`config.mk`:
```
export PLATFORM = sky130hd
export DESIGN_NAME = ias_control_sequencer
export DESIGN_NICKNAME = d
export VERILOG_FILES = /design/src/rtl/ias_control_sequencer.sv
export SDC_FILE = /design/constraint.sdc
export NUM_CORES = 1
export LEC_CHECK = 0
export CORE_ASPECT_RATIO = 0.6
export CORE_MARGIN = 10
export CORE_UTILIZATION = 42
export DETAILED_ROUTE_END_ITERATION = 10
export PLACE_DENSITY = 0.85
export SLEW_MARGIN = 20
export SYNTH_ARGS = -nofsm -noshare
export SYNTH_HDL_FRONTEND = slang
export SYNTH_SLANG_ARGS = --single-unit
```
`constraint.sdc`:
```
create_clock -name clk -period 1.66 [get_ports clk]
set_input_delay 0.332 -clock clk [delete_from_list [all_inputs] [get_ports clk]]
set_output_delay 0.332 -clock clk [all_outputs]
set_load 0.02 [all_outputs]
```
`src/rtl/ias_control_sequencer.sv`:
```
// Two-instructions-per-word control sequencer: FETCH, then DECODE/EXECUTE for the left half, then the right half.
// Optional memory-ack watchdog enabled by defining IAS_CU_WAIT_TIMEOUT_EN.
module ias_control_sequencer #(
    parameter int EXEC_W         = 4,
    parameter int RET_W          = 16,
    parameter int TIMEOUT_CYCLES = 64
) (
    input  logic              clk,
    input  logic              reset,
    input  logic              start,
    input  logic              mem_ack,
    input  logic [EXEC_W-1:0] exec_cycles,
    input  logic              halt_op,
    input  logic              jump_taken,
    output logic [2:0]        state,
    output logic              mem_req,
    output logic              fetch_en,
    output logic              decode_en,
    output logic              exec_en,
    output logic              sel_right,
    output logic              last_exec,
    output logic              halted,
    output logic [RET_W-1:0]  retire_count,
    output logic              wait_err
);

    typedef enum logic [2:0] {
        S_IDLE    = 3'd0,
        S_FETCH   = 3'd1,
        S_DECODE  = 3'd2,
        S_EXECUTE = 3'd3,
        S_HALT    = 3'd4
    } state_t;

    state_t            state_q, state_d;
    logic [EXEC_W-1:0] cnt_q, cnt_d;
    logic              sel_right_q, sel_right_d;
    logic [RET_W-1:0]  retire_q, retire_d;
    logic              wait_err_q, wait_err_d;
    logic              wd_expired;

`ifdef IAS_CU_WAIT_TIMEOUT_EN
    localparam int WD_W = $clog2(TIMEOUT_CYCLES + 1);
    logic [WD_W-1:0] wd_q, wd_d;

    // Counter is zero whenever we are outside FETCH, so entry always starts from zero.
    always_comb begin
        wd_d = '0;
        if (state_q == S_FETCH && !mem_ack)
            wd_d = wd_q + WD_W'(1);
    end

    assign wd_expired = (state_q == S_FETCH) && !mem_ack && (wd_q == WD_W'(TIMEOUT_CYCLES - 1));

    always_ff @(posedge clk or posedge reset) begin
        if (reset) wd_q <= '0;
        else       wd_q <= wd_d;
    end
`else
    logic unused_timeout;
    assign unused_timeout = (TIMEOUT_CYCLES > 0);
    assign wd_expired     = 1'b0;
`endif

    always_comb begin
        state_d     = state_q;
        cnt_d       = cnt_q;
        sel_right_d = sel_right_q;
        retire_d    = retire_q;
        wait_err_d  = wait_err_q;
        case (state_q)
            S_IDLE: if (start) state_d = S_FETCH;
            S_FETCH: begin
                if (mem_ack) begin
                    sel_right_d = 1'b0;
                    state_d     = S_DECODE;
                end else if (wd_expired) begin
                    wait_err_d = 1'b1;
                    state_d    = S_HALT;
                end
            end
            S_DECODE: begin
                if (halt_op) begin
                    state_d = S_HALT;
                end else begin
                    cnt_d   = (exec_cycles == '0) ? EXEC_W'(1) : exec_cycles;
                    state_d = S_EXECUTE;
                end
            end
            S_EXECUTE: begin
                cnt_d = cnt_q - EXEC_W'(1);
                if (cnt_q == EXEC_W'(1)) begin
                    retire_d = retire_q + RET_W'(1);
                    // A redirect discards the right half of the current word.
                    if (jump_taken) begin
                        sel_right_d = 1'b0;
                        state_d     = S_FETCH;
                    end else if (!sel_right_q) begin
                        sel_right_d = 1'b1;
                        state_d     = S_DECODE;
                    end else begin
                        state_d = S_FETCH;
                    end
                end
            end
            S_HALT:  state_d = S_HALT;
            default: state_d = S_IDLE;
        endcase
    end

    always_ff @(posedge clk or posedge reset) begin
        if (reset) begin
            state_q     <= S_IDLE;
            cnt_q       <= '0;
            sel_right_q <= 1'b0;
            retire_q    <= '0;
            wait_err_q  <= 1'b0;
        end else begin
            state_q     <= state_d;
            cnt_q       <= cnt_d;
            sel_right_q <= sel_right_d;
            retire_q    <= retire_d;
            wait_err_q  <= wait_err_d;
        end
    end

    assign state        = state_q;
    assign mem_req      = (state_q == S_FETCH);
    assign fetch_en     = (state_q == S_FETCH) && mem_ack;
    assign decode_en    = (state_q == S_DECODE);
    assign exec_en      = (state_q == S_EXECUTE);
    assign last_exec    = (state_q == S_EXECUTE) && (cnt_q == EXEC_W'(1));
    assign halted       = (state_q == S_HALT);
    assign sel_right    = sel_right_q;
    assign retire_count = retire_q;
    assign wait_err     = wait_err_q;

endmodule

```
==> results.rst <==
.. list-table::
   :header-rows: 1

   * - Metric
     - Value
   * - Outcome
     - complete, but fails checks
   * - Failing checks
     - negative setup slack
   * - Total of flip-flops plus latches after synthesis
     - 24
   * - Standard-cell rows
     - 15
   * - Max rail drop VDD
     - 1.138 mV
   * - Final #Nets
     - approximately 220
   * - Number of synthesized flops with an enable pin
     - 0
   * - HPWL after DPL
     - a little under 3000 um
   * - Effective utilization at floorplan
     - 0.4473
   * - Critical path class
     - reg -> reg
   * - Number of nets in the synthesized netlist
     - ~140
   * - Final cell count without fillers
     - between 200 and 250
   * - Count of final setup violators
     - 12
   * - DRC Markers
     - 0
   * - Maximum count of clock buffers along a single path
     - 2
   * - Sum of negative setup slack
     - -1.090 ns
   * - Final max-slew violation count
     - 0
   * - Diode insertion count for antenna repair
     - 0
   * - Average instance area after synthesis
     - 10.67 um^2
   * - Hold buffers post-CTS
     - 0
   * - Remaining Overflow, GRT
     - 0
   * - Design Power
     - about 3100 uW
   * - Clock network latency to the later pin of the worst-skew pair
     - roughly 0.28 ns
   * - Cell count after placement
     - 228
   * - Leakage power
     - approximately 0.0012 uW
   * - Mapped Area
     - ~1300 um^2
   * - RSZ-0062 raised after global routing
     - true
   * - Die Height
     - roughly 63 um
   * - Ratio of total power to cell area
     - approximately 1400 nW/um^2
   * - Most instantiated flip-flop cell in the synthesis netlist
     - sky130_fd_sc_hd__dfrtp_1
   * - Peak clock frequency supported by timing
     - 536.2 MHz
   * - Commonest non-fill, non-tap cell in the layout
     - sky130_fd_sc_hd__buf_4
   * - Clock tree from TritonCTS
     - done
   * - Final cycle utilization of the critical path
     - 1.124
   * - Vias after detailed routing
     - roughly 1.3k
   * - I/O Buffers
     - 35
   * - Critical path launch point type
     - register
   * - Number of buffers inserted during clock tree synthesis
     - 3
   * - Leading cell types in the layout, fill and taps excluded
     - 47 x sky130_fd_sc_hd__buf_4, 17 x sky130_fd_sc_hd__dfrtp_1, 13 x sky130_fd_sc_hd__clkdlybuf4s50_1, 12 x sky130_fd_sc_hd__dlygate4sd2_1, 8 x sky130_fd_sc_hd__nand2_1
   * - Total clock sinks
     - 24
   * - Sequential fraction of the synthesis area
     - 0.4615
   * - Worst slack at placement
     - -0.4343 ns
   * - Setup Skew
     - 0.002910 ns
   * - Drt wl/cell
     - 18.95 um
   * - Area growth from synthesis to final layout
     - 74.81%
   * - Synth warn
     - 0
   * - Die area
     - about 5800 um^2
   * - Type of the worst min-delay path
     - in -> async
   * - Crit path arrival time
     - 2.06 ns
   * - Wire length reported by the detailed router
     - 4719 um
   * - Global-route wire length before repair
     - 6920 um
   * - Ratio of cells with drive above 1 in the final layout
     - 0.4686
   * - DRT Pass-1 Iters
     - 4
   * - Crit Path Max Fanout
     - 3
   * - Gr usage total
     - 0.1474
   * - Antenna Nets Post-Route
     - 0
   * - Number of distinct library cells after synthesis
     - 45
   * - Initial antenna violation count
     - 0
   * - Io pins
     - 37
   * - Total of max-cap violations
     - 0
   * - Cell count after synthesis
     - about 120
   * - Number of buffer and inverter instances along the worst setup path
     - 2
   * - Pin count of the biggest net entering global routing
     - 25
   * - Final Hold Vio Count
     - 0
   * - Endpoint type of the worst setup path
     - register
   * - Floorplan die width
     - 91.86 um
   * - Placer Congestion
     - 0.8574
   * - CTS Root Buffer Type
     - sky130_fd_sc_hd__clkbuf_8
   * - H-tree depth
     - 1
   * - Critical Path Slowest Stage Cell
     - sky130_fd_sc_hd__or3b_4
   * - Async set-reset flop share out of synthesis
     - 1.000
   * - Worst endpoint required time
     - 1.85 ns
   * - Clock-pin transition on the worst setup and hold timing paths
     - around 0.09 ns
   * - Violation count after the first detailed-route iteration
     - a little under 80
   * - Routed vias/inst
     - about 5.3
   * - Time the worst path needs with I/O delays and setup
     - 1.865 ns
   * - Cell breakdown of the critical path
     - inv_2, ha_4, or3b_4, buf_6, nor4_4, nand4_1, xnor2_1
   * - Kind of cell with the highest combined delay on the critical path
     - simple AND/OR/NAND/NOR gates
   * - Crit-path max cell delay
     - 0.40 ns
   * - Via count of the first global-routing pass
     - roughly 1.4k
   * - Core area
     - 2909 um^2
   * - Slack of the critical path
     - -0.2050 ns
-- Yosys cell counts, types with 2 or more instances --
| master | number | area share |
|---|---|---|
| sky130_fd_sc_hd__nor2_1 | 7 | 0.020 |
| sky130_fd_sc_hd__inv_1 | 5 | 0.014 |
| sky130_fd_sc_hd__nand4_1 | 5 | 0.024 |
| sky130_fd_sc_hd__a21oi_1 | 3 | 0.012 |
| sky130_fd_sc_hd__and4_1 | 2 | 0.013 |
| sky130_fd_sc_hd__xor2_1 | 5 | 0.034 |
| sky130_fd_sc_hd__nand2b_1 | 4 | 0.019 |
| sky130_fd_sc_hd__buf_2 | 2 | 0.0077 |
| sky130_fd_sc_hd__o21ai_1 | 2 | 0.0077 |
| sky130_fd_sc_hd__dfrtp_1 | 24 | 0.46 |
| sky130_fd_sc_hd__and2_1 | 3 | 0.014 |
| sky130_fd_sc_hd__nand2_1 | 9 | 0.026 |
| sky130_fd_sc_hd__nor3_1 | 4 | 0.015 |
| sky130_fd_sc_hd__xnor2_1 | 10 | 0.067 |
| sky130_fd_sc_hd__ha_1 | 3 | 0.029 |
| sky130_fd_sc_hd__nand3_1 | 5 | 0.019 |
-- cell families (layout without fill, tap and decap cells) --
family                     count (synthesis)  after routing  synth area share
and+or+nand+nor                           53             53            0.2721
buffers and inverters                      9             94           0.03173
other                                      1              1          0.002882
AOI/OAI and AO/OA                         14             14           0.07309
adders and majority gates                  3              3           0.02885
muxes                                      2              2           0.01635
DFF                                       24             24            0.4615
xor gates and xnor gates                  16             16            0.1135
-- flip-flops by register name (all words and copies together) (netlist names) --
name,cells
retire_count,16
cnt_q,4
state,3
sel_right,1
-- per-layer routing --
| layer | global-route usage | up-vias | routed length [um] |
|---|---|---|---|
| li1 | - | 606 | - |
| met1 | 0.1554 | 644 | 1971 |
| met2 | 0.2535 | 56 | 2269 |
| met3 | 0.05201 | 18 | 294 |
| met4 | 0.07854 | 0 | 183 |
| met5 | 0 | - | 0 |
-- repair_timing --
action / 4_1_cts / 5_1_grt
endpoints found under the hold margin: 0 / 0
setup buffers: 13 / 4
pin swaps: 2 / 10
resized for setup: 46 / 31
endpoints found under the setup margin: 29 / 24
-- metrics by stage --
stage | hold WS, ns | instance area (um^2) | utilization
floorplan | 0.3463 | 1324 | -
detailed placement | 0.4616 | 1949 | 0.6701
global placement | 0.4543 | 1949 | 0.6701
global route | 0.4447 | 2275 | 0.7819
finish | 0.4037 | 2275 | 0.7819
CTS | 0.4246 | 2116 | 0.7273
-- where the power goes --
part	total, uW	internal (uW)	switching (uW)
clock network	412	213	199
registers	834	705	129
logic	1840	939	900
-- area by class of cell --
type | count | area (um^2)
multi-input combinational | 89 | 808.3
clock buffer | 4 | 55.05
inverter | 6 | 27.53
fill | 172 | 634.4
timing repair buffer | 84 | 721.9
tap | 42 | 52.55
sequential | 24 | 609.3
-- worst paths after layout --
| kind | startpoint | endpoint | slack [ns] | cells past startpoint |
|---|---|---|---|---|
| worst max-delay path | cnt_q[1]$_DFFE_PP0P_ | retire_count[10]$_DFFE_PP0P_ | -0.21 | 7 |
| worst min-delay path | reset | cnt_q[2]$_DFFE_PP0P_ | 0.40 | 3 |
| worst max register to register | cnt_q[1]$_DFFE_PP0P_ | retire_count[10]$_DFFE_PP0P_ | -0.21 | 7 |
| worst min register to register | retire_count[15]$_DFFE_PP0P_ | retire_count[15]$_DFFE_PP0P_ | 0.47 | 1 |
| max in group asynchronous | reset | retire_count[10]$_DFFE_PP0P_ | 1.00 | 3 |
| min in group clk | retire_count[15]$_DFFE_PP0P_ | retire_count[15]$_DFFE_PP0P_ | 0.47 | 1 |
-- tightest hold or removal path, delay by kind of cell --
kind	cells	cell delay [ns]
buffers and inverters	3	0.75
(Power assumes the default switching activity.)
==> variant (same settings) <==
Add a define of `IAS_CU_WAIT_TIMEOUT_EN`.
--- a/src/rtl/ias_control_sequencer.sv
+++ b/src/rtl/ias_control_sequencer.sv
@@ -1,5 +1,7 @@
 // Two-instructions-per-word control sequencer: FETCH, then DECODE/EXECUTE for the left half, then the right half.
 // Optional memory-ack watchdog enabled by defining IAS_CU_WAIT_TIMEOUT_EN.
+`define IAS_CU_WAIT_TIMEOUT_EN
+
 module ias_control_sequencer #(
     parameter int EXEC_W         = 4,
     parameter int RET_W          = 16,
Check against the original RTL: same outputs for any inputs over 10 cycles, from zero or initial values and one cycle with reset high; that may be too few to reach the edited logic, so the function may still have changed.
==> variant against the unedited design <==
The flow still finishes with violations (setup timing). Synthesized cell count up 23%. Design area increased by 11%. Worst setup slack worse by 0.17 ns. Sequential cell count is 8 higher. Critical path depth fell by 1. First-iteration DRC count is 43% lower. Total power fell by 3.4%. Routed wire length shrank 11%. Synthesized area grew 22%. Clock power up 78%.
==> variant: results (changes against the unedited design) <==
\begin{tabular}{lr}
\hline
Metric & Value \\
\hline
\multicolumn{2}{l}{\textbf{Outcome}} \\
\quad Status & finished, violations left (unchanged) \\
\quad Violations in the final reports & setup timing (unchanged) \\
\multicolumn{2}{l}{\textbf{Timing}} \\
\quad Final count of negative-setup-slack endpoints & 23 (was 12) \\
\quad TNS Setup & -4.00 ns (was -1.09 ns) \\
\quad Setup slack after layout & -0.379 ns (was -0.205 ns) \\
\multicolumn{2}{l}{\textbf{Synth}} \\
\quad Post-synth net total & 164 (was 135) \\
\quad Adder and majority cell fraction of the synthesized area & 3.14\% (was 2.88\%) \\
\quad Avg Synthesized Cell Area & 10.6 um2 (was 10.7 um2) \\
\quad Distinct cell type count of the synthesized netlist & 36 (was 45) \\
\quad Mux contribution to synthesized area & 0.628\% (was 1.63\%) \\
\quad Largest cells by area after synthesis & dfrtp\_1, xnor2\_1, nand2\_1, nand3\_1, ha\_1 (was dfrtp\_1, xnor2\_1, xor2\_1, ha\_1, nand2\_1) \\
\quad Fraction of synthesized cell area in xor and xnor cells & 9.90\% (was 11.3\%) \\
\multicolumn{2}{l}{\textbf{Placed design}} \\
\quad Placer Congestion & 0.836 (was 0.857) \\
\quad Setup WS pre-CTS & -0.605 ns (was -0.434 ns) \\
\quad Dpl cell area & 2180 um2 (was 1950 um2) \\
\quad DPL Wire Length & 2960 um (was 2980 um) \\
\quad I/O Buffers & 36 (was 35) \\
\multicolumn{2}{l}{\textbf{Clock network}} \\
\quad Number of H-tree levels & 2 (was 1) \\
\quad Clock Pin Slew Worst Setup and Hold Paths & 0.07 ns (was 0.09 ns) \\
\quad Number of CTS-inserted buffers & 5 (was 3) \\
\multicolumn{2}{l}{\textbf{Setup path}} \\
\quad Worst Path Arrival & 1.71 ns (was 2.06 ns) \\
\quad Critical Path Fanout Max & 2 (was 3) \\
\multicolumn{2}{l}{\textbf{Cells and area}} \\
\quad Share of cells above drive strength 1 & 34.6\% (was 46.9\%) \\
\quad Layout Nets & 241 (was 221) \\
\multicolumn{2}{l}{\textbf{Routing}} \\
\quad DR vias & 1386 (was 1324) \\
\quad Final wirelength & 4220 um (was 4720 um) \\
\multicolumn{2}{l}{\textbf{GRT}} \\
\quad Largest net degree at the start of global routing & 33 (was 25) \\
\quad Total routing resource utilization after global routing & 12.5\% (was 14.7\%) \\
\multicolumn{2}{l}{\textbf{Power and ir drop}} \\
\quad Worst VDD drop & 0.700 mV (was 1.14 mV) \\
\hline
\end{tabular}
-- variant: routing by layer --
metal	up-vias	global-route usage, %	wire [um]
li1	689	-	-
met1	655	14.6	1840
met2	38	19.7	2050
met3	4	6.62	284
met4	0	3.91	42
met5	-	0	0
-- variant: layout make-up --
cell class / instances / area [um2]
multi-input cells: 103 / 845
clock buffers: 6 / 72.6
flip-flops and latches: 32 / 802
clock inverters: 2 / 35.0
inverters: 11 / 48.8
fillers: 254 / 1140
well taps: 47 / 58.8
repair buffers: 74 / 661
-- variant: worst max-delay path: cells and delay by family, from the launching register on --
kind | cells | cell delay, ns
simple gates | 2 | 0.65
flops | 1 | 0.40
buf+inv | 3 | 0.24
fa+ha+maj | 1 | 0.12
-- variant: worst paths after layout --
check / startpoint / to / slack [ns] / depth (start not counted)
worst max-delay path: cnt_q[1]$_DFFE_PP0P_ / last_exec / -0.38 / 6
worst min-delay path: reset / retire_count[10]$_DFFE_PP0P_ / 0.44 / 3
worst max register to register: cnt_q[1]$_DFFE_PP0P_ / retire_count[13]$_DFFE_PP0P_ / -0.29 / 8
worst min register to register: retire_count[13]$_DFFE_PP0P_ / retire_count[13]$_DFFE_PP0P_ / 0.48 / 1
max in group asynchronous: reset / state[1]$_DFFE_PP0P_ / 0.91 / 3
min in group clk: retire_count[13]$_DFFE_PP0P_ / retire_count[13]$_DFFE_PP0P_ / 0.48 / 1
-- variant: cell families (layout without fill, tap and decap cells) --
logic type | Yosys count | after routing
flip-flops | 32 | 32
multiplexers | 1 | 1
XOR/XNOR | 18 | 18
AND/OR/NAND/NOR | 59 | 59
buffers and inverters | 15 | 93
adder cells (fa/ha/maj) | 4 | 4
AO/OA/AOI/OAI | 21 | 21
-- variant: per-stage QoR --
stage | power (mW) | cells | utilization (%)
final | 2.98 | 275 | 68.9
after global routing | 3.12 | 275 | 68.9
after CTS | 2.87 | 272 | 65.7
after detailed placement | 1.97 | 254 | 59.7
after global placement | 1.93 | 254 | 59.7
after floorplan | 1.44 | 150 | -
-- variant: repair_timing --
item,in CTS,in global routing
setup endpoints to repair,42,27
resized for setup,70,26
pin swaps,12,15
buffers inserted,13,5
-- variant: report_power, final --
part / switching (mW) / leakage, nW / internal, mW
Clock: 0.288 / 0.0552 / 0.445
Combinational: 0.609 / 0.878 / 0.674
Sequential: 0.0856 / 0.431 / 0.876
